### config.mk
export PLATFORM = sky130hd
export DESIGN_NAME = tdm_demux_4
export DESIGN_NICKNAME = d
export VERILOG_FILES = /design/src/rtl/tdm_demux_4.sv
export SDC_FILE = /design/constraint.sdc
export NUM_CORES = 1
export LEC_CHECK = 0
export ABC_AREA = 1
export CAP_MARGIN = 15
export CORE_MARGIN = 2
export CORE_UTILIZATION = 40
export DETAILED_ROUTE_END_ITERATION = 12
export PLACE_DENSITY = 0.66
export SLEW_MARGIN = 25
export SYNTH_ARGS = -nofsm -noshare
export SYNTH_HDL_FRONTEND = slang
export SYNTH_SLANG_ARGS = --single-unit
### constraint.sdc
create_clock -name clk -period 1.4 [get_ports clk]
set_clock_uncertainty 0.1 [all_clocks]
set_input_delay 0.21 -clock clk [delete_from_list [all_inputs] [get_ports clk]]
set_output_delay 0.21 -clock clk [all_outputs]
set_load 0.02 [all_outputs]
### src/rtl/tdm_demux_4.sv
// 4-channel TDM demultiplexer: tracks the slot sequence from the 4:1 mux, presents a frame in parallel.
// Optional build macro TDM_DEMUX_ERRCNT_EN adds a saturating 8-bit framing-error counter (err_cnt).
module tdm_demux_4 #(
    parameter int WIDTH = 1
) (
    input  logic             clk,
    input  logic             rst,
    input  logic [WIDTH-1:0] in_data,
    input  logic             in_valid,
    input  logic             frame,
    output logic [WIDTH-1:0] out1,
    output logic [WIDTH-1:0] out2,
    output logic [WIDTH-1:0] out3,
    output logic [WIDTH-1:0] out4,
    output logic             out_valid,
    output logic [1:0]       sel,
    output logic             locked,
    output logic             sync_err
`ifdef TDM_DEMUX_ERRCNT_EN
    ,
    output logic [7:0]       err_cnt
`endif
);

    typedef enum logic [0:0] {
        ST_HUNT   = 1'b0,
        ST_LOCKED = 1'b1
    } state_t;

    state_t           state_r, state_s;
    logic [1:0]       sel_r, sel_s;
    logic [WIDTH-1:0] shadow_r [3];
    logic [WIDTH-1:0] shadow_s [3];
    logic [WIDTH-1:0] out_r [4];
    logic [WIDTH-1:0] out_s [4];
    logic             out_valid_r, out_valid_s;
    logic             sync_err_r, sync_err_s;
    logic             locked_r;

    // Next-state, slot capture and framing-violation decode.
    always_comb begin
        state_s     = state_r;
        sel_s       = sel_r;
        shadow_s    = shadow_r;
        out_s       = out_r;
        out_valid_s = 1'b0;
        sync_err_s  = 1'b0;
        case (state_r)
            ST_HUNT: begin
                if (in_valid && frame) begin
                    shadow_s[0] = in_data;
                    sel_s       = 2'd1;
                    state_s     = ST_LOCKED;
                end else begin
                    sel_s = 2'd0;
                end
            end
            ST_LOCKED: begin
                if (!in_valid) begin
                    state_s = ST_LOCKED;
                end else if (frame) begin
                    // A marker anywhere but slot 0 restarts the frame with this sample.
                    sync_err_s  = (sel_r != 2'd0);
                    shadow_s[0] = in_data;
                    sel_s       = 2'd1;
                end else begin
                    case (sel_r)
                        2'd0: begin
                            sync_err_s = 1'b1;
                            state_s    = ST_HUNT;
                            sel_s      = 2'd0;
                        end
                        2'd1: begin
                            shadow_s[1] = in_data;
                            sel_s       = 2'd2;
                        end
                        2'd2: begin
                            shadow_s[2] = in_data;
                            sel_s       = 2'd3;
                        end
                        2'd3: begin
                            out_s[0]    = shadow_r[0];
                            out_s[1]    = shadow_r[1];
                            out_s[2]    = shadow_r[2];
                            out_s[3]    = in_data;
                            out_valid_s = 1'b1;
                            sel_s       = 2'd0;
                        end
                        default: begin
                            state_s = ST_HUNT;
                            sel_s   = 2'd0;
                        end
                    endcase
                end
            end
            default: begin
                state_s = ST_HUNT;
                sel_s   = 2'd0;
            end
        endcase
    end

    // State, shadow and output registers with synchronous reset.
    always_ff @(posedge clk) begin
        if (rst) begin
            state_r     <= ST_HUNT;
            sel_r       <= 2'd0;
            out_valid_r <= 1'b0;
            sync_err_r  <= 1'b0;
            locked_r    <= 1'b0;
            for (int i = 0; i < 3; i++) begin
                shadow_r[i] <= {WIDTH{1'b0}};
            end
            for (int i = 0; i < 4; i++) begin
                out_r[i] <= {WIDTH{1'b0}};
            end
        end else begin
            state_r     <= state_s;
            sel_r       <= sel_s;
            out_valid_r <= out_valid_s;
            sync_err_r  <= sync_err_s;
            locked_r    <= (state_s == ST_LOCKED);
            shadow_r    <= shadow_s;
            out_r       <= out_s;
        end
    end

    assign out1      = out_r[0];
    assign out2      = out_r[1];
    assign out3      = out_r[2];
    assign out4      = out_r[3];
    assign out_valid = out_valid_r;
    assign sync_err  = sync_err_r;
    assign sel       = sel_r;
    assign locked    = locked_r;

`ifdef TDM_DEMUX_ERRCNT_EN
    logic [7:0] err_cnt_r;

    // Saturating count of framing violations.
    always_ff @(posedge clk) begin
        if (rst) begin
            err_cnt_r <= 8'd0;
        end else if (sync_err_s && (err_cnt_r != 8'd255)) begin
            err_cnt_r <= err_cnt_r + 8'd1;
        end else begin
            err_cnt_r <= err_cnt_r;
        end
    end

    assign err_cnt = err_cnt_r;
`else
    // Error counter not present in this build.
`endif

endmodule

==> results of run 1 <==
worst max-delay path by stage:
stage                start        to  slack (ns)  cells past startpoint
global route        sel[0]  sync_err        0.03                      4
finish              sel[0]    sel[0]         0.1                      1
global placement     frame      out4       -0.02                      6
CTS                 sel[1]    sel[1]       0.007                      1
floorplan           sel[0]  sync_err       0.009                      4
detailed placement   frame      out4       -0.03                      6
cells in the mapped netlist, drive strengths merged:
cell type,number
inv,13
nand2,12
nor2,15
ha,6
o21ai,1
a21oi,5
dfxtp,12
nand3,11
clkinv,1
nor3,2
per-layer routing:
layer  wire, um  vias up
met1        567      228
li1           -      284
met5          0        -
met2        471       13
met4         42        0
met3         48        5
kinds of logic after synthesis:
kind of cell,synth area share (%)
flops,40.6
compound gates,5.07
fa+ha+maj,12.7
simple gates,31.9
buf+inv,9.73
placed cells by master (no fill, tap or decap):
| cell type | synthesis | final |
|---|---|---|
| nor2_1 | 14 | 13 |
| o21ai_0 | 1 | 1 |
| clkinv_4 | 1 | 1 |
| nor2_2 | 0 | 1 |
| ha_1 | 6 | 6 |
| a21oi_1 | 5 | 5 |
| nand3_1 | 10 | 10 |
| clkbuf_2 | 0 | 1 |
| clkbuf_4 | 0 | 3 |
| nand2_1 | 10 | 10 |
| clkbuf_8 | 0 | 1 |
| nand2_4 | 1 | 1 |
| nand3_2 | 1 | 1 |
| clkdlybuf4s50_1 | 0 | 4 |
| dlygate4sd2_1 | 0 | 8 |
| inv_1 | 11 | 11 |
| dfxtp_1 | 12 | 10 |
| nor2_4 | 1 | 1 |
| nor3_1 | 2 | 2 |
| nand2_2 | 1 | 1 |
| buf_4 | 0 | 4 |
| inv_2 | 2 | 2 |
| dfxtp_2 | 0 | 2 |
per-stage QoR:
step	util [%]	hold WS [ns]	std cells	power (W)	setup TNS [ns]
2_1_floorplan	-	0.179	78	0.000398	0
3_3_place_gp	57.8	0.358	110	0.000440	-0.0396
3_5_place_dp	57.8	0.357	110	0.000441	-0.115
4_1_cts	59.7	0.368	114	0.000716	0
5_1_grt	59.8	0.401	114	0.000754	0
6_report	59.8	0.366	114	0.000712	0
flip-flops by register name, summed over array words and instances, names as in the netlist:
name       cells
out4           1
out3           1
locked         1
sync_err       1
sel            2
out1           1
out_valid      1
out2           1
shadow_r       3
power by group:
part           switching (W)  leakage [nW]  total (W)  internal [W]
registers         0.00000328        0.0982   0.000350      0.000347
logic              0.0000463         0.264  0.0000806     0.0000343
clock network       0.000122        0.0210   0.000280      0.000158
area by class of cell:
cell class	count	area, um^2
tap	15	18.8
multi-input combinational	52	297
inverter	14	57.6
timing repair buffer	17	145
fill	141	537
clock buffer	4	36.3
sequential	12	243
==> reports/results.ini, run 1 <==
[timing]
final_max_slew_viol_count = 0
period_needed_ns = 1.30
setup_viol = 0
timing.fmax_mhz = 767
hold_violations = 0
setup_slack_ns = 0.0958
max_slew_margin_pct = 83.3
tightest_slew_ns = 0.249
rsz0062_at_grt = false
finalCritPeriodShare_pct = 93.2

[clocking]
clockRootBuffer = clkbuf_4
postCtsSetupRepairBufs = 0
clk_pin_slew_ns = 0.08
htree_levels = 1
clock_path_buffers = 2
cts_hold_buf = 0
insertion_delay_ns = 0.28
cts_tree = done
cts_num_sinks = 12
post_cts.resized_instances = 9
cts_buffers = 3

[place]
hpwl_um = 845
port_buffers = 13
placed_area_um2 = 771
dpl_worst_slack_ns = -0.0323
place_congestion = 0.804

[logic_synthesis]
syn_nets = 89
synth_seq_area_share_pct = 40.6
syn_inst = 78
synth_top_cell_by_area = dfxtp_1
synth-seq-cells = 12
yosys-top-cells-area = dfxtp_1 (41%), ha_1 (13%), nor2_1 (8.9%)
yosys.area.top_type_share_pct = 40.6
synth_area_um2 = 592
avgSynthCellArea_um2 = 7.59
yosys_warnings = 0
netlist-cell-type-count = 15

[detailed_routing]
ant_nets = 0
routed_wirelength_mm = 1.13
first_pass_iters = 4
vias_per_cell = 4.65
wl_per_cell_um = 9.90
via_count = 530
initialDrtViolationCount = 11
route.detailed.drc = 0

[die]
dieArea_um2 = 1800
ios = 14
die_y_um = 42.5
die_w_um = 42.5
row_count = 13
core_um2 = 1330
initial_utilization_pct = 44.4

[global_routing]
grt_antenna_before_repair = 0
use_met3_pct = 5.17
top_usage_layer = met2
grt_use_total_pct = 14.5
grt_max_degree = 11
grt_overflow = 0
met1_usage_pct = 17.0
gr-usage-met2_pct = 21.2
grt_pass1_vias = 460
grt_pass1_wl_mm = 1.88

[setup_path]
rr_endpoint = sync_err
cp.required_ns = 1.09
reg2reg_depth = 4
cpPeakStageDelay_ns = 0.37
cpMaxStageDelayCell = dfxtp_2
crit_family = flip-flops
r2r_start = sel[0]
cp_cell_sequence = dlygate4sd2_1
worstPathArrival_ns = 0.99
critPathKind = flop to output pin
end_kind = output pin
crit_buf_inv = 1
cp-start-kind = flop
r2r_slack_ns = 0.1
crit_fanout = 5

[min_path]
hp-start = shadow_r[2]
hold_path_depth = 2
min_path_type = flop to flop
holdPathEnd = shadow_r[2]

[power]
p_leak_nw = 0.384
ir_worst_vdd_v = 0.000467
power_density_nw_per_um2 = 893

[final_layout]
drive_gt1_share_pct = 19.2
antenna_cells = 0
syn2layout_area_growth_pct = 34.7
design_area_um2 = 797
nets = 111

[run]
cap_violations = 0

[status]
status = finished clean

No activity file was read; power rests on OpenSTA's default activity.
==> run 2, diff against run 1 <==
Settings changed: PLACE_DENSITY 0.66 to 0.68.
==> run 2 against run 1 <==
  * Via count decreased by 1.3%
  * Utilization rose by 1.9 points
  * Sequential share of layout area fell by 1.1 points
  * Clock-buffer cell count is the same
  * Wire length rose by 6.8%
  * Cell area increased by 3.1%
  * Global-route usage is 0.063 points lower
  * Largest cell class unchanged
==> reports/results.ini, run 2 (synthesis gave the netlist of run 1 again) <==
[status]
status = finished clean

[setup_path]
cpMaxStageDelayCell = dfxtp_1
cp.required_ns = 1.09  ; about the same
cp_cell_sequence = dlygate4sd2_1
worstPathArrival_ns = 1.03  ; +0.04 ns
crit_buf_inv = 1  ; unchanged
critPathKind = flop to output pin
cp-start-kind = flop
end_kind = output pin
reg2reg_depth = 4  ; unchanged
r2r_start = sel[1]
crit_family = flip-flops
rr_endpoint = sync_err
cpPeakStageDelay_ns = 0.40  ; +0.03 ns
r2r_slack_ns = 0.10  ; about the same
crit_fanout = 4  ; -1

[clocking]
cts_buffers = 3  ; unchanged
insertion_delay_ns = 0.27  ; about the same
clock_path_buffers = 2  ; unchanged
htree_levels = 1  ; unchanged
postCtsSetupRepairBufs = 0  ; unchanged
cts_num_sinks = 12  ; unchanged
cts_tree = done
clk_pin_slew_ns = 0.08  ; about the same
clockRootBuffer = clkbuf_4

[power]
ir_worst_vdd_v = 0.000442  ; -5.5%
power_frac_seq_pct = 48.7  ; -0.6 points
internal_power_w = 0.000543  ; +0.49%
power.share.clock_pct = 39.8  ; +0.4 points
power.switching_w = 0.000179  ; +4.0%
p_leak_nw = 0.401  ; +4.6%
power_density_nw_per_um2 = 877  ; -1.7%
combPwrFrac_pct = 11.6  ; +0.3 points
swShare_pct = 24.8  ; +0.64 points

[timing]
hold_violations = 0  ; unchanged
setup_viol = 0  ; unchanged
timing.fmax_mhz = 747  ; -2.6%
period_needed_ns = 1.34  ; +0.0353 ns
finalCritPeriodShare_pct = 95.7  ; +2.5 points
rsz0062_at_grt = false
max_slew_margin_pct = 85.3  ; +2.0 points
tightest_slew_ns = 0.220  ; -0.0294 ns
final_max_slew_viol_count = 0  ; unchanged

[detailed_routing]
first_pass_iters = 4  ; unchanged
initialDrtViolationCount = 9  ; -2
wl_per_cell_um = 10.3  ; +4.1%
vias_per_cell = 4.47  ; -3.9%
route.detailed.drc = 0  ; unchanged
ant_nets = 0  ; unchanged
via_count = 523  ; -1.3%
routed_wirelength_mm = 1.21  ; +6.8%

[min_path]
hold_path_depth = 2  ; unchanged
min_path_type = flop to flop
holdPathEnd = shadow_r[2]
hp-start = shadow_r[2]

[final_layout]
nets = 114  ; +2.7%
mostFrequentLayoutCells = nor2_1 (13), inv_1 (11), dfxtp_1 (11)
register_area_um2 = 241  ; -0.52%
design_area_um2 = 822  ; +3.1%
stdcell_count = 117  ; +2.6%
top_register = shadow_r
syn2layout_area_growth_pct = 38.9
drive_gt1_share_pct = 19.6  ; +0.42 points
largest_reg_flops = 3  ; unchanged
final_common_cell = nor2_1
multi_input_area_um2 = 297  ; unchanged
nFillCells = 130  ; -7.8%
antenna_cells = 0  ; unchanged

[die]
row_count = 13  ; unchanged
dieArea_um2 = 1800  ; unchanged
core_um2 = 1330  ; unchanged
die_y_um = 42.5  ; unchanged
die_w_um = 42.5  ; unchanged
initial_utilization_pct = 44.4  ; unchanged
ios = 14  ; unchanged

[place]
placed_cells = 113  ; +2.7%
place_congestion = 0.737  ; -8.3%
port_buffers = 13  ; unchanged
placed_area_um2 = 793  ; +2.9%
hpwl_um = 874  ; +3.5%

[run]
cap_violations = 0  ; unchanged

[global_routing]
grt_use_total_pct = 14.5  ; -0.063 points
grt_overflow = 0  ; unchanged
grt_antenna_before_repair = 0  ; unchanged
grt_max_degree = 11  ; unchanged
grt_pass1_vias = 460  ; unchanged
grt_pass1_wl_mm = 1.91  ; +1.5%

[run 2: cell count changes in the layout (fill, tap and decap cells not counted), sizes merged]
cell / before / now
buf: 4 / 7
clkbuf: 5 / 4
dlygate4sd2: 8 / 9
[run 2: worst max path at each step]
stage	startpoint	endpoint	slack (ns)	cells after the start
after floorplan	sel[0]	sync_err	0.009	4
after global placement	frame	sync_err	-0.009	4
after detailed placement	frame	sync_err	-0.03	4
after CTS	sel[0]	sel[0]	0.03	1
after global routing	sel[1]	sel[1]	0.02	1
final	sel[1]	sel[1]	0.06	1
[run 2: final cells by class]
cell class	count	share of cell area, %
Clock buffer	4	4.41
Timing Repair Buffer	20	20.9
Multi-Input combinational cell	52	36.1
Inverter	14	7.00
Sequential cell	12	29.4
Tap cell	15	2.28
[run 2: power by group through the flow]
stage          Sequential, W  Clock, W  Combinational (W)
2_1_floorplan       0.000366         0          0.0000328
3_3_place_gp        0.000359         0          0.0000849
3_5_place_dp        0.000359         0          0.0000847
4_1_cts             0.000351  0.000297          0.0000830
5_1_grt             0.000352  0.000311          0.0000912
6_report            0.000351  0.000287          0.0000833
[run 2: per-layer routing]
metal / vias up / track usage [%] / wire (um)
li1: 291 / - / -
met1: 218 / 17.3 / 607
met2: 12 / 23.4 / 534
met3: 2 / 2.59 / 39
met4: 0 / 9.38 / 25
met5: - / 0 / 0
[run 2: stage by stage]
stage	worst slack [ns]	util, %	TNS, ns	hold WS [ns]	total power, W
final	0.0604	61.6	0	0.369	0.000721
after global routing	0.0165	61.6	0	0.403	0.000754
after CTS	0.0279	61.4	0	0.371	0.000730
after detailed placement	-0.0317	59.5	-0.0713	0.359	0.000444
after global placement	-0.00884	59.5	-0.0298	0.359	0.000443
after floorplan	0.00877	-	0	0.179	0.000398
[run 2: what timing repair did]
action	CTS	global route
hold buffers	0	0
endpoints found under the setup margin	9	5
pin swaps	0	0
gates resized for setup	9	2
